**src/rtl/branch_pc_unit_if.sv**
```systemverilog
// Bus between the decode/flag stage (master) and the PC/branch-resolution unit (slave).
// Adds the branch statistics counters when BRANCH_STATS_EN is defined.
interface branch_pc_unit_if #(parameter int n = 32);
  logic         stall;
  logic         br_en;
  logic         jal;
  logic         jalr;
  logic [2:0]   funct3;
  logic         flag_eq;
  logic         flag_ge;
  logic [n-1:0] imm;
  logic [n-1:0] rs1;
  logic         trap_ack;
  logic [n-1:0] pc;
  logic [n-1:0] pc_plus4;
  logic         pc_valid;
  logic         flush;
  logic         misalign_trap;
`ifdef BRANCH_STATS_EN
  logic [31:0]  br_taken_cnt;
  logic [31:0]  br_total_cnt;
`endif

  modport master (
    output stall, br_en, jal, jalr, funct3, flag_eq, flag_ge, imm, rs1, trap_ack,
`ifdef BRANCH_STATS_EN
    input  br_taken_cnt, br_total_cnt,
`endif
    input  pc, pc_plus4, pc_valid, flush, misalign_trap
  );

  modport slave (
    input  stall, br_en, jal, jalr, funct3, flag_eq, flag_ge, imm, rs1, trap_ack,
`ifdef BRANCH_STATS_EN
    output br_taken_cnt, br_total_cnt,
`endif
    output pc, pc_plus4, pc_valid, flush, misalign_trap
  );
endinterface

```
**src/rtl/branch_pc_unit.sv**
```systemverilog
// PC register and branch resolution with one-cycle flush and misaligned-target trap FSM.
// Optional BRANCH_STATS_EN adds saturating branch taken/total counters.
module branch_pc_unit #(
  parameter int           n         = 32,
  parameter logic [n-1:0] RESET_VEC = 32'h0000_0000,
  parameter logic [n-1:0] TRAP_VEC  = 32'h0000_0100
) (
  input  logic            clk,
  input  logic            n_reset,
  branch_pc_unit_if.slave bus
);

  typedef enum logic [1:0] {S_BOOT, S_RUN, S_TRAP} state_t;

  localparam logic [n-1:0] FOUR = n'(4);

  state_t       state_q;
  logic [n-1:0] pc_q;
  logic         valid_q;
  logic         flush_q;
  logic         trap_q;

  logic         cond_met;
  logic         taken;
  logic         misaligned;
  logic [n-1:0] jalr_sum;
  logic [n-1:0] target;

  always_comb begin
    cond_met = 1'b0;
    case (bus.funct3)
      3'b000:          cond_met = bus.flag_eq;
      3'b001:          cond_met = !bus.flag_eq;
      3'b100, 3'b110:  cond_met = !bus.flag_ge;
      3'b101, 3'b111:  cond_met = bus.flag_ge;
      default:         cond_met = 1'b0;
    endcase
  end

  assign taken      = bus.jalr || bus.jal || (bus.br_en && cond_met);
  assign jalr_sum   = bus.rs1 + bus.imm;
  assign target     = bus.jalr ? {jalr_sum[n-1:1], 1'b0} : (pc_q + bus.imm);
  assign misaligned = (target[1:0] != 2'b00);

  always_ff @(posedge clk or negedge n_reset) begin
    if (!n_reset) begin
      state_q <= S_BOOT;
      pc_q    <= RESET_VEC;
      valid_q <= 1'b0;
      flush_q <= 1'b0;
      trap_q  <= 1'b0;
    end else begin
      case (state_q)
        S_BOOT: begin
          state_q <= S_RUN;
          valid_q <= 1'b1;
          flush_q <= 1'b0;
        end
        S_RUN: begin
          flush_q <= 1'b0;
          if (!bus.stall) begin
            if (taken && misaligned) begin
              state_q <= S_TRAP;
              trap_q  <= 1'b1;
              valid_q <= 1'b0;
            end else if (taken) begin
              pc_q    <= target;
              flush_q <= 1'b1;
            end else begin
              pc_q    <= pc_q + FOUR;
            end
          end
        end
        S_TRAP: begin
          flush_q <= 1'b0;
          if (bus.trap_ack) begin
            state_q <= S_RUN;
            pc_q    <= TRAP_VEC;
            flush_q <= 1'b1;
            trap_q  <= 1'b0;
            valid_q <= 1'b1;
          end
        end
        default: begin
          state_q <= S_BOOT;
          valid_q <= 1'b0;
          flush_q <= 1'b0;
          trap_q  <= 1'b0;
        end
      endcase
    end
  end

  assign bus.pc            = pc_q;
  assign bus.pc_plus4      = pc_q + FOUR;
  assign bus.pc_valid      = valid_q;
  assign bus.flush         = flush_q;
  assign bus.misalign_trap = trap_q;

`ifdef BRANCH_STATS_EN
  logic [31:0] taken_cnt_q;
  logic [31:0] total_cnt_q;
  logic        count_br;

  // Only pure conditional branches count; a jump decoded alongside br_en wins and is skipped.
  assign count_br = (state_q == S_RUN) && !bus.stall && bus.br_en && !bus.jal && !bus.jalr;

  always_ff @(posedge clk or negedge n_reset) begin
    if (!n_reset) begin
      taken_cnt_q <= 32'd0;
      total_cnt_q <= 32'd0;
    end else if (count_br) begin
      if (total_cnt_q != 32'hFFFF_FFFF) total_cnt_q <= total_cnt_q + 32'd1;
      if (cond_met && (taken_cnt_q != 32'hFFFF_FFFF)) taken_cnt_q <= taken_cnt_q + 32'd1;
    end
  end

  assign bus.br_taken_cnt = taken_cnt_q;
  assign bus.br_total_cnt = total_cnt_q;
`endif

endmodule

```
**src/flat_wrapper.sv**
```systemverilog
// flat-port wrapper written by rule: the top's interface ports become plain ports
module branch_pc_unit_flat 
#(
  parameter int           n         = 32,
  parameter logic [n-1:0] RESET_VEC = 32'h0000_0000,
  parameter logic [n-1:0] TRAP_VEC  = 32'h0000_0100
)
  (clk, n_reset, bus_stall, bus_br_en, bus_jal, bus_jalr, bus_funct3, bus_flag_eq, bus_flag_ge, bus_imm, bus_rs1, bus_trap_ack, bus_pc, bus_pc_plus4, bus_pc_valid, bus_flush, bus_misalign_trap);
  branch_pc_unit_if #(.n(n)) bus_i ();
  input  logic clk;
  input  logic n_reset;
  input wire logic [$bits(bus_i.stall)-1:0] bus_stall;
  input wire logic [$bits(bus_i.br_en)-1:0] bus_br_en;
  input wire logic [$bits(bus_i.jal)-1:0] bus_jal;
  input wire logic [$bits(bus_i.jalr)-1:0] bus_jalr;
  input wire logic [$bits(bus_i.funct3)-1:0] bus_funct3;
  input wire logic [$bits(bus_i.flag_eq)-1:0] bus_flag_eq;
  input wire logic [$bits(bus_i.flag_ge)-1:0] bus_flag_ge;
  input wire logic [$bits(bus_i.imm)-1:0] bus_imm;
  input wire logic [$bits(bus_i.rs1)-1:0] bus_rs1;
  input wire logic [$bits(bus_i.trap_ack)-1:0] bus_trap_ack;
  output wire logic [$bits(bus_i.pc)-1:0] bus_pc;
  output wire logic [$bits(bus_i.pc_plus4)-1:0] bus_pc_plus4;
  output wire logic [$bits(bus_i.pc_valid)-1:0] bus_pc_valid;
  output wire logic [$bits(bus_i.flush)-1:0] bus_flush;
  output wire logic [$bits(bus_i.misalign_trap)-1:0] bus_misalign_trap;
  assign bus_i.stall = bus_stall;
  assign bus_i.br_en = bus_br_en;
  assign bus_i.jal = bus_jal;
  assign bus_i.jalr = bus_jalr;
  assign bus_i.funct3 = bus_funct3;
  assign bus_i.flag_eq = bus_flag_eq;
  assign bus_i.flag_ge = bus_flag_ge;
  assign bus_i.imm = bus_imm;
  assign bus_i.rs1 = bus_rs1;
  assign bus_i.trap_ack = bus_trap_ack;
  assign bus_pc = bus_i.pc;
  assign bus_pc_plus4 = bus_i.pc_plus4;
  assign bus_pc_valid = bus_i.pc_valid;
  assign bus_flush = bus_i.flush;
  assign bus_misalign_trap = bus_i.misalign_trap;
  branch_pc_unit #(.n(n), .RESET_VEC(RESET_VEC), .TRAP_VEC(TRAP_VEC)) u_core (.clk(clk), .n_reset(n_reset), .bus(bus_i));
endmodule
```
**config.mk**
```make
export PLATFORM = sky130hd
export DESIGN_NAME = branch_pc_unit_flat
export DESIGN_NICKNAME = d
export VERILOG_FILES = /design/src/rtl/branch_pc_unit_if.sv /design/src/rtl/branch_pc_unit.sv /design/src/flat_wrapper.sv
export SDC_FILE = /design/constraint.sdc
export NUM_CORES = 1
export LEC_CHECK = 0
export CORE_ASPECT_RATIO = 0.5
export CORE_MARGIN = 3
export CORE_UTILIZATION = 47
export CTS_CLUSTER_DIAMETER = 100
export DETAILED_ROUTE_END_ITERATION = 16
export GPL_TIMING_DRIVEN = 0
export PLACE_DENSITY = 0.79
export SETUP_SLACK_MARGIN = 0.4
export SYNTH_ARGS = -nofsm -noshare
export SYNTH_HDL_FRONTEND = slang
export SYNTH_SLANG_ARGS = --single-unit
```
**constraint.sdc**
```tcl
create_clock -name clk -period 2.6 [get_ports clk]
set_clock_uncertainty 0.05 [all_clocks]
set_input_delay 0.52 -clock clk [delete_from_list [all_inputs] [get_ports clk]]
set_output_delay 0.52 -clock clk [all_outputs]
set_load 0.02 [all_outputs]
```
==> impl_table.tex, run 1 <==
\begin{tabular}{lr}
\hline
Metric & Value \\
\hline
\multicolumn{2}{l}{\textbf{Clock tree}} \\
Max Root-Sink Buffers & 2 \\
CTS Buf Count & 5 \\
Cell chosen for the clock root & sky130\_fd\_sc\_hd\_\_clkbuf\_16 \\
Sinks on the clock net & 36 \\
Hold-fix buffers, CTS & 0 \\
H-Tree Level Count & 2 \\
\multicolumn{2}{l}{\textbf{Placement}} \\
Cell area reported after detailed placement & 8580 um2 \\
DPL Wire Length & 19.8 mm \\
Inst Count DP & 1,144 \\
Routability-driven placement congestion ratio & 0.968 \\
Count of input and output buffers & 142 \\
\multicolumn{2}{l}{\textbf{Die}} \\
Starting density of the core & 0.502 \\
Vertical die dimension & 87.1 um \\
Die X & 168 um \\
Number of placement rows & 28 \\
Top-Level Pins & 143 \\
\multicolumn{2}{l}{\textbf{Global route}} \\
Total global routing overflow & 5 \\
Maximum number of pins on one net before global-route repair & 37 \\
Global-route total usage across every layer & 0.755 \\
\multicolumn{2}{l}{\textbf{Synthesis}} \\
Post-synthesis sequential area ratio & 0.146 \\
Post-synth ARST share & 1.00 \\
Syn avg cell area & 7.38 um2 \\
Most used DFF post-synth & sky130\_fd\_sc\_hd\_\_dfrtp\_1 \\
Post-synthesis cell area & 6180 um2 \\
Distinct cells, synth & 77 \\
Area share of the largest cell type after synthesis & 0.146 \\
Post-synthesis instance total & 837 \\
Yosys reg bits & 36 \\
Syn. warnings & 0 \\
Net Count, Synth & 980 \\
Dominant cell type by area after synthesis & sky130\_fd\_sc\_hd\_\_dfrtp\_1 \\
Number of flops mapped to enable cells by yosys & 0 \\
Main area contributors after synthesis & sky130\_fd\_sc\_hd\_\_dfrtp\_1 (15\%), sky130\_fd\_sc\_hd\_\_ha\_1 (13\%), sky130\_fd\_sc\_hd\_\_a21oi\_1 (5.8\%) \\
\multicolumn{2}{l}{\textbf{STA}} \\
Worst endpoint type & output port \\
GR repair worst EP & bus\_pc\_plus4[30] \\
\multicolumn{2}{l}{\textbf{Status}} \\
Error msg & [ERROR GRT-0232] Routing congestion too high. Check the congestion heatmap in the GUI. \\
Last stage the flow got to & global routing (5\_1\_grt) \\
Result of the run & stopped before the end \\
\hline
\end{tabular}
-- cell usage after synthesis, drive strengths merged (4+ instances only) --
| library cell | count |
|---|---|
| o211ai | 18 |
| o21ai | 67 |
| a211oi | 18 |
| or3 | 7 |
| o221ai | 4 |
| o31ai | 9 |
| a21oi | 74 |
| nor2b | 5 |
| and3 | 18 |
| nand3 | 31 |
| a21o | 27 |
| o2111ai | 4 |
| mux2i | 6 |
| xnor2 | 40 |
| xor2 | 32 |
| inv | 27 |
| o21a | 5 |
| and4 | 6 |
| a221oi | 4 |
| nand2 | 94 |
| and2 | 10 |
| dfrtp | 36 |
| o21bai | 11 |
| buf | 9 |
| a22oi | 4 |
| a32o | 5 |
| nor4 | 12 |
| nor2 | 57 |
| a22o | 7 |
| ha | 65 |
| clkbuf | 29 |
| a31oi | 12 |
| nor3 | 13 |
| nand4 | 23 |
-- through the flow --
step / hold slack, ns / setup slack, ns / TNS (ns)
3_5_place_dp: 0.454 / -1.16 / -32.78
3_3_place_gp: 0.448 / -1.16 / -31.53
4_1_cts: 0.321 / -0.292 / -4.49
2_1_floorplan: 0.174 / -0.127 / -0.437
-- cell families after synthesis --
logic type / Yosys count / share of synthesized area
fa+ha+maj: 67 / 0.138
xor+xnor: 72 / 0.102
simple gates: 291 / 0.232
mux: 8 / 0.0134
compound gates: 298 / 0.326
flops: 36 / 0.146
buf+inv: 65 / 0.0423
-- layer usage --
layer,GRT usage,overflow
met5,0.304,0
met4,0.724,3
met3,0.660,0
met2,0.892,2
met1,0.757,0
-- what timing repair did --
| action | 4_1_cts |
|---|---|
| endpoints found under the setup margin | 65 |
| resized for setup | 473 |
| setup buffers | 122 |
| pin swaps | 124 |
| gates cloned | 4 |
==> inputs of run 2 (changes only) <==
CORE_ASPECT_RATIO = default   (was 0.5)
CORE_UTILIZATION = 35   (was 47)
CTS_CLUSTER_DIAMETER = default   (was 100)
PLACE_DENSITY = default   (was 0.79)
PLACE_DENSITY_LB_ADDON = 0.15   (was default)
SETUP_SLACK_MARGIN = default   (was 0.4)
clock period = 3.4 ns   (was 2.6 ns; I/O delays follow)
==> run 2 against run 1 <==
  * The flow now finishes without violations
  * Synthesized cell count stayed put
  * Synthesized area stayed put
==> impl_table.tex, run 2 <==
\begin{tabular}{lr}
\hline
Metric & Value \\
\hline
\multicolumn{2}{l}{\textbf{Status}} \\
Result of the run & complete, no violations \\
\multicolumn{2}{l}{\textbf{Setup path}} \\
CP Cell Sequence & clkdlybuf4s50\_1 > ha\_1 > a211oi\_1 > o21ba\_1 > or3\_4 > a2111oi\_4 > o31ai\_4 > and4\_1 > o211ai\_2 > o211ai\_1 \\
Logic depth of the worst setup path including buffers & 10 \\
Endpoint kind of the worst setup timing path & flop \\
Cell type group with the largest total delay on the critical path & compound AO/OA/AOI/OAI gates \\
Worst setup path startpoint & bus\_imm[2] \\
Top fanout value on the critical path & 5 \\
Critical path endpoint & u\_core.bus.pc[26]\$\_DFFE\_PN0P\_ \\
Worst Path Class, Setup & in -> reg \\
Critical R2R Capture & u\_core.bus.pc[30]\$\_DFFE\_PN0P\_ \\
Buffers plus inverters on the worst setup path & 1 \\
Setup slack of the worst register-to-register path & 0.37 ns \\
Worst Setup Start Kind & primary input \\
Launching point of the worst reg2reg path & u\_core.bus.pc[0]\$\_DFFE\_PN0P\_ \\
Critical path data arrival time & 3.46 ns \\
R2R depth & 10 \\
Standard cell with the maximum stage delay on the critical path & sky130\_fd\_sc\_hd\_\_clkdlybuf4s50\_1 \\
Endpoint required time on the critical path & 3.51 ns \\
Worst stage delay on the critical path & 0.48 ns \\
\multicolumn{2}{l}{\textbf{Die}} \\
Starting density of the core & 0.365 \\
Number of placement rows & 47 \\
Placeable core region & 16,900 um2 \\
Top-Level Pins & 143 \\
Die X & 139 um \\
Vertical die dimension & 139 um \\
Total die area & 19,300 um2 \\
\multicolumn{2}{l}{\textbf{Synthesis}} \\
Ranking of synthesized cells by instance count & sky130\_fd\_sc\_hd\_\_nand2\_1 (94), sky130\_fd\_sc\_hd\_\_a21oi\_1 (72), sky130\_fd\_sc\_hd\_\_ha\_1 (65) \\
Syn avg cell area & 7.38 um2 \\
Syn. warnings & 0 \\
Net Count, Synth & 980 \\
Post-synthesis sequential area ratio & 0.146 \\
Post-synthesis cell area & 6180 um2 \\
Dominant cell type by area after synthesis & sky130\_fd\_sc\_hd\_\_dfrtp\_1 \\
Most used DFF post-synth & sky130\_fd\_sc\_hd\_\_dfrtp\_1 \\
Post-synth ARST share & 1.00 \\
Number of flops mapped to enable cells by yosys & 0 \\
Post-synthesis instance total & 837 \\
Area share of the largest cell type after synthesis & 0.146 \\
Main area contributors after synthesis & sky130\_fd\_sc\_hd\_\_dfrtp\_1 (15\%), sky130\_fd\_sc\_hd\_\_ha\_1 (13\%), sky130\_fd\_sc\_hd\_\_a21oi\_1 (5.8\%) \\
Cell with the most instances after synthesis & sky130\_fd\_sc\_hd\_\_nand2\_1 \\
Distinct cells, synth & 77 \\
Yosys reg bits & 36 \\
\multicolumn{2}{l}{\textbf{Cells and area}} \\
Multi-input gate area in the final layout & 5270 um2 \\
Share of post-route cells with drive strength above 1 & 0.0938 \\
Diodes inserted & 0 \\
Post-layout utilization of the core & 0.492 \\
Area Growth Syn to Fin & 34.9\% \\
Number of flip-flops in the largest register & 32 \\
Register area & 908 um2 \\
Number of inserted filler cells in the final layout & 1,759 \\
Commonest non-fill, non-tap cells in the layout & sky130\_fd\_sc\_hd\_\_clkdlybuf4s50\_1 (125), sky130\_fd\_sc\_hd\_\_nand2\_1 (92), sky130\_fd\_sc\_hd\_\_a21oi\_1 (68), sky130\_fd\_sc\_hd\_\_ha\_1 (60), sky130\_fd\_sc\_hd\_\_nor2\_1 (53) \\
Filler-free cell count of the finished design & 1,212 \\
Most common cell after layout, fill and taps aside & sky130\_fd\_sc\_hd\_\_clkdlybuf4s50\_1 \\
Final layout net count & 1,134 \\
\multicolumn{2}{l}{\textbf{STA}} \\
Period minus WS final & 3.35 ns \\
Tightest slew margin relative to the limit & 0.399 \\
Slew at the pin with the worst max-slew slack & 0.901 ns \\
Final number of setup-violating endpoints & 0 \\
Unrepaired setup endpoints after global routing & true \\
Number of max-slew violations in the final report & 0 \\
Final clock period utilization by the worst path & 0.986 \\
Number of hold-slack violations in the final timing report & 0 \\
Setup Total Neg Slack & 0 ns \\
Max Freq & 298 MHz \\
\multicolumn{2}{l}{\textbf{Clock tree}} \\
CTS Buf Count & 5 \\
Hold-fix buffers, CTS & 0 \\
Max Root-Sink Buffers & 2 \\
CTS tree & done \\
Clock transition at the register clock pins on the worst setup and hold paths after CTS & 0.07 ns \\
H-Tree Level Count & 2 \\
Cell chosen for the clock root & sky130\_fd\_sc\_hd\_\_clkbuf\_16 \\
Sinks on the clock net & 36 \\
Clock latency at the later pin of the worst-skew pair & 0.29 ns \\
\multicolumn{2}{l}{\textbf{Route}} \\
Detail-routed via count per cell & 5.92 \\
Total number of vias & 7,171 \\
Routed WL & 24.2 mm \\
DRT antenna net count & 0 \\
Wire length per cell & 19.9 um \\
DRC & 0 \\
Number of DRC violations after detailed-routing iteration 0 & 572 \\
Pre-Repair DR Iteration Count & 5 \\
\multicolumn{2}{l}{\textbf{Power and ir drop}} \\
Max rail drop VDD & 0.342 mV \\
Total power density per cell area & 735 nW/um2 \\
Static Leakage & 3.47 nW \\
\multicolumn{2}{l}{\textbf{Placement}} \\
Inst Count DP & 1,199 \\
Count of input and output buffers & 142 \\
DPL Wire Length & 19.0 mm \\
Routability-driven placement congestion ratio & 0.902 \\
\multicolumn{2}{l}{\textbf{Global route}} \\
Maximum number of pins on one net before global-route repair & 37 \\
Total global routing overflow & 0 \\
Global-route total usage across every layer & 0.238 \\
First-pass GRT wire length & 37.4 mm \\
Number of antenna violations at the first check in global routing & 0 \\
Via count of the first global-routing pass & 6,669 \\
\multicolumn{2}{l}{\textbf{Min path}} \\
Worst Hold Path Cells & 1 \\
Min-delay worst type & reg -> reg \\
\multicolumn{2}{l}{\textbf{Run}} \\
Max capacitance violation total & 0 \\
\hline
\end{tabular}
run 2: cell counts after synthesis:
Identical to the previous run, type by type.
run 2: layout make-up:
class,instances,area share
flip-flops and latches,36,0.109
multi-input cells,736,0.632
clock inverters,2,0.00165
plain buffers,35,0.0183
clock buffers,6,0.0167
well taps,220,0.0330
inverters,27,0.0122
repair buffers,150,0.177
run 2: kinds of logic after synthesis:
group / synth area share
AOI/OAI and AO/OA: 0.326
xor gates and xnor gates: 0.102
adders and majority gates: 0.138
buffers and inverters: 0.0423
DFF: 0.146
muxes: 0.0134
and+or+nand+nor: 0.232
run 2: layer usage:
| layer | global-route usage | part of all wire |
|---|---|---|
| met4 | 0.0499 | 0.017 |
| met5 | 0 | 0 |
| met3 | 0.0317 | 0.068 |
| met1 | 0.351 | 0.47 |
| met2 | 0.374 | 0.44 |
run 2: worst min-delay path by stage:
stage | start | endpoint
2_1_floorplan | n_reset | u_core.bus.flush$_DFF_PN0_
3_5_place_dp | u_core.bus.misalign_trap$_DFFE_PN0P_ | u_core.bus.misalign_trap$_DFFE_PN0P_
3_3_place_gp | u_core.bus.misalign_trap$_DFFE_PN0P_ | u_core.bus.misalign_trap$_DFFE_PN0P_
6_report | u_core.bus.misalign_trap$_DFFE_PN0P_ | u_core.bus.misalign_trap$_DFFE_PN0P_
4_1_cts | u_core.bus.misalign_trap$_DFFE_PN0P_ | u_core.bus.misalign_trap$_DFFE_PN0P_
5_1_grt | u_core.bus.misalign_trap$_DFFE_PN0P_ | u_core.bus.misalign_trap$_DFFE_PN0P_
run 2: repair_timing:
item,in CTS,in global routing
buffers inserted,4,4
hold endpoints to repair,0,0
pin swaps,10,13
gates resized for setup,57,30
setup endpoints to repair,34,38
run 2: report_power, final:
part,internal (mW),leakage (nW),switching (mW)
combinational,1.95,2.94,2.62
clock,0.294,0.0772,0.206
sequential,0.633,0.446,0.426
total,2.88,3.47,3.25
run 2: stage by stage:
step | worst slack [ns] | area [um2] | hold slack, ns | total power [mW]
final | 0.0492 | 8330 | 0.453 | 6.13
after global placement | -0.557 | 7870 | 0.441 | 5.44
after detailed placement | -0.576 | 7870 | 0.447 | 5.45
after floorplan | 0.366 | 6180 | 0.334 | 3.79
after CTS | -0.00442 | 8190 | 0.462 | 6.01
after global routing | -0.0288 | 8330 | 0.500 | 6.59
Note: power is estimated with default switching activity, not from simulation.
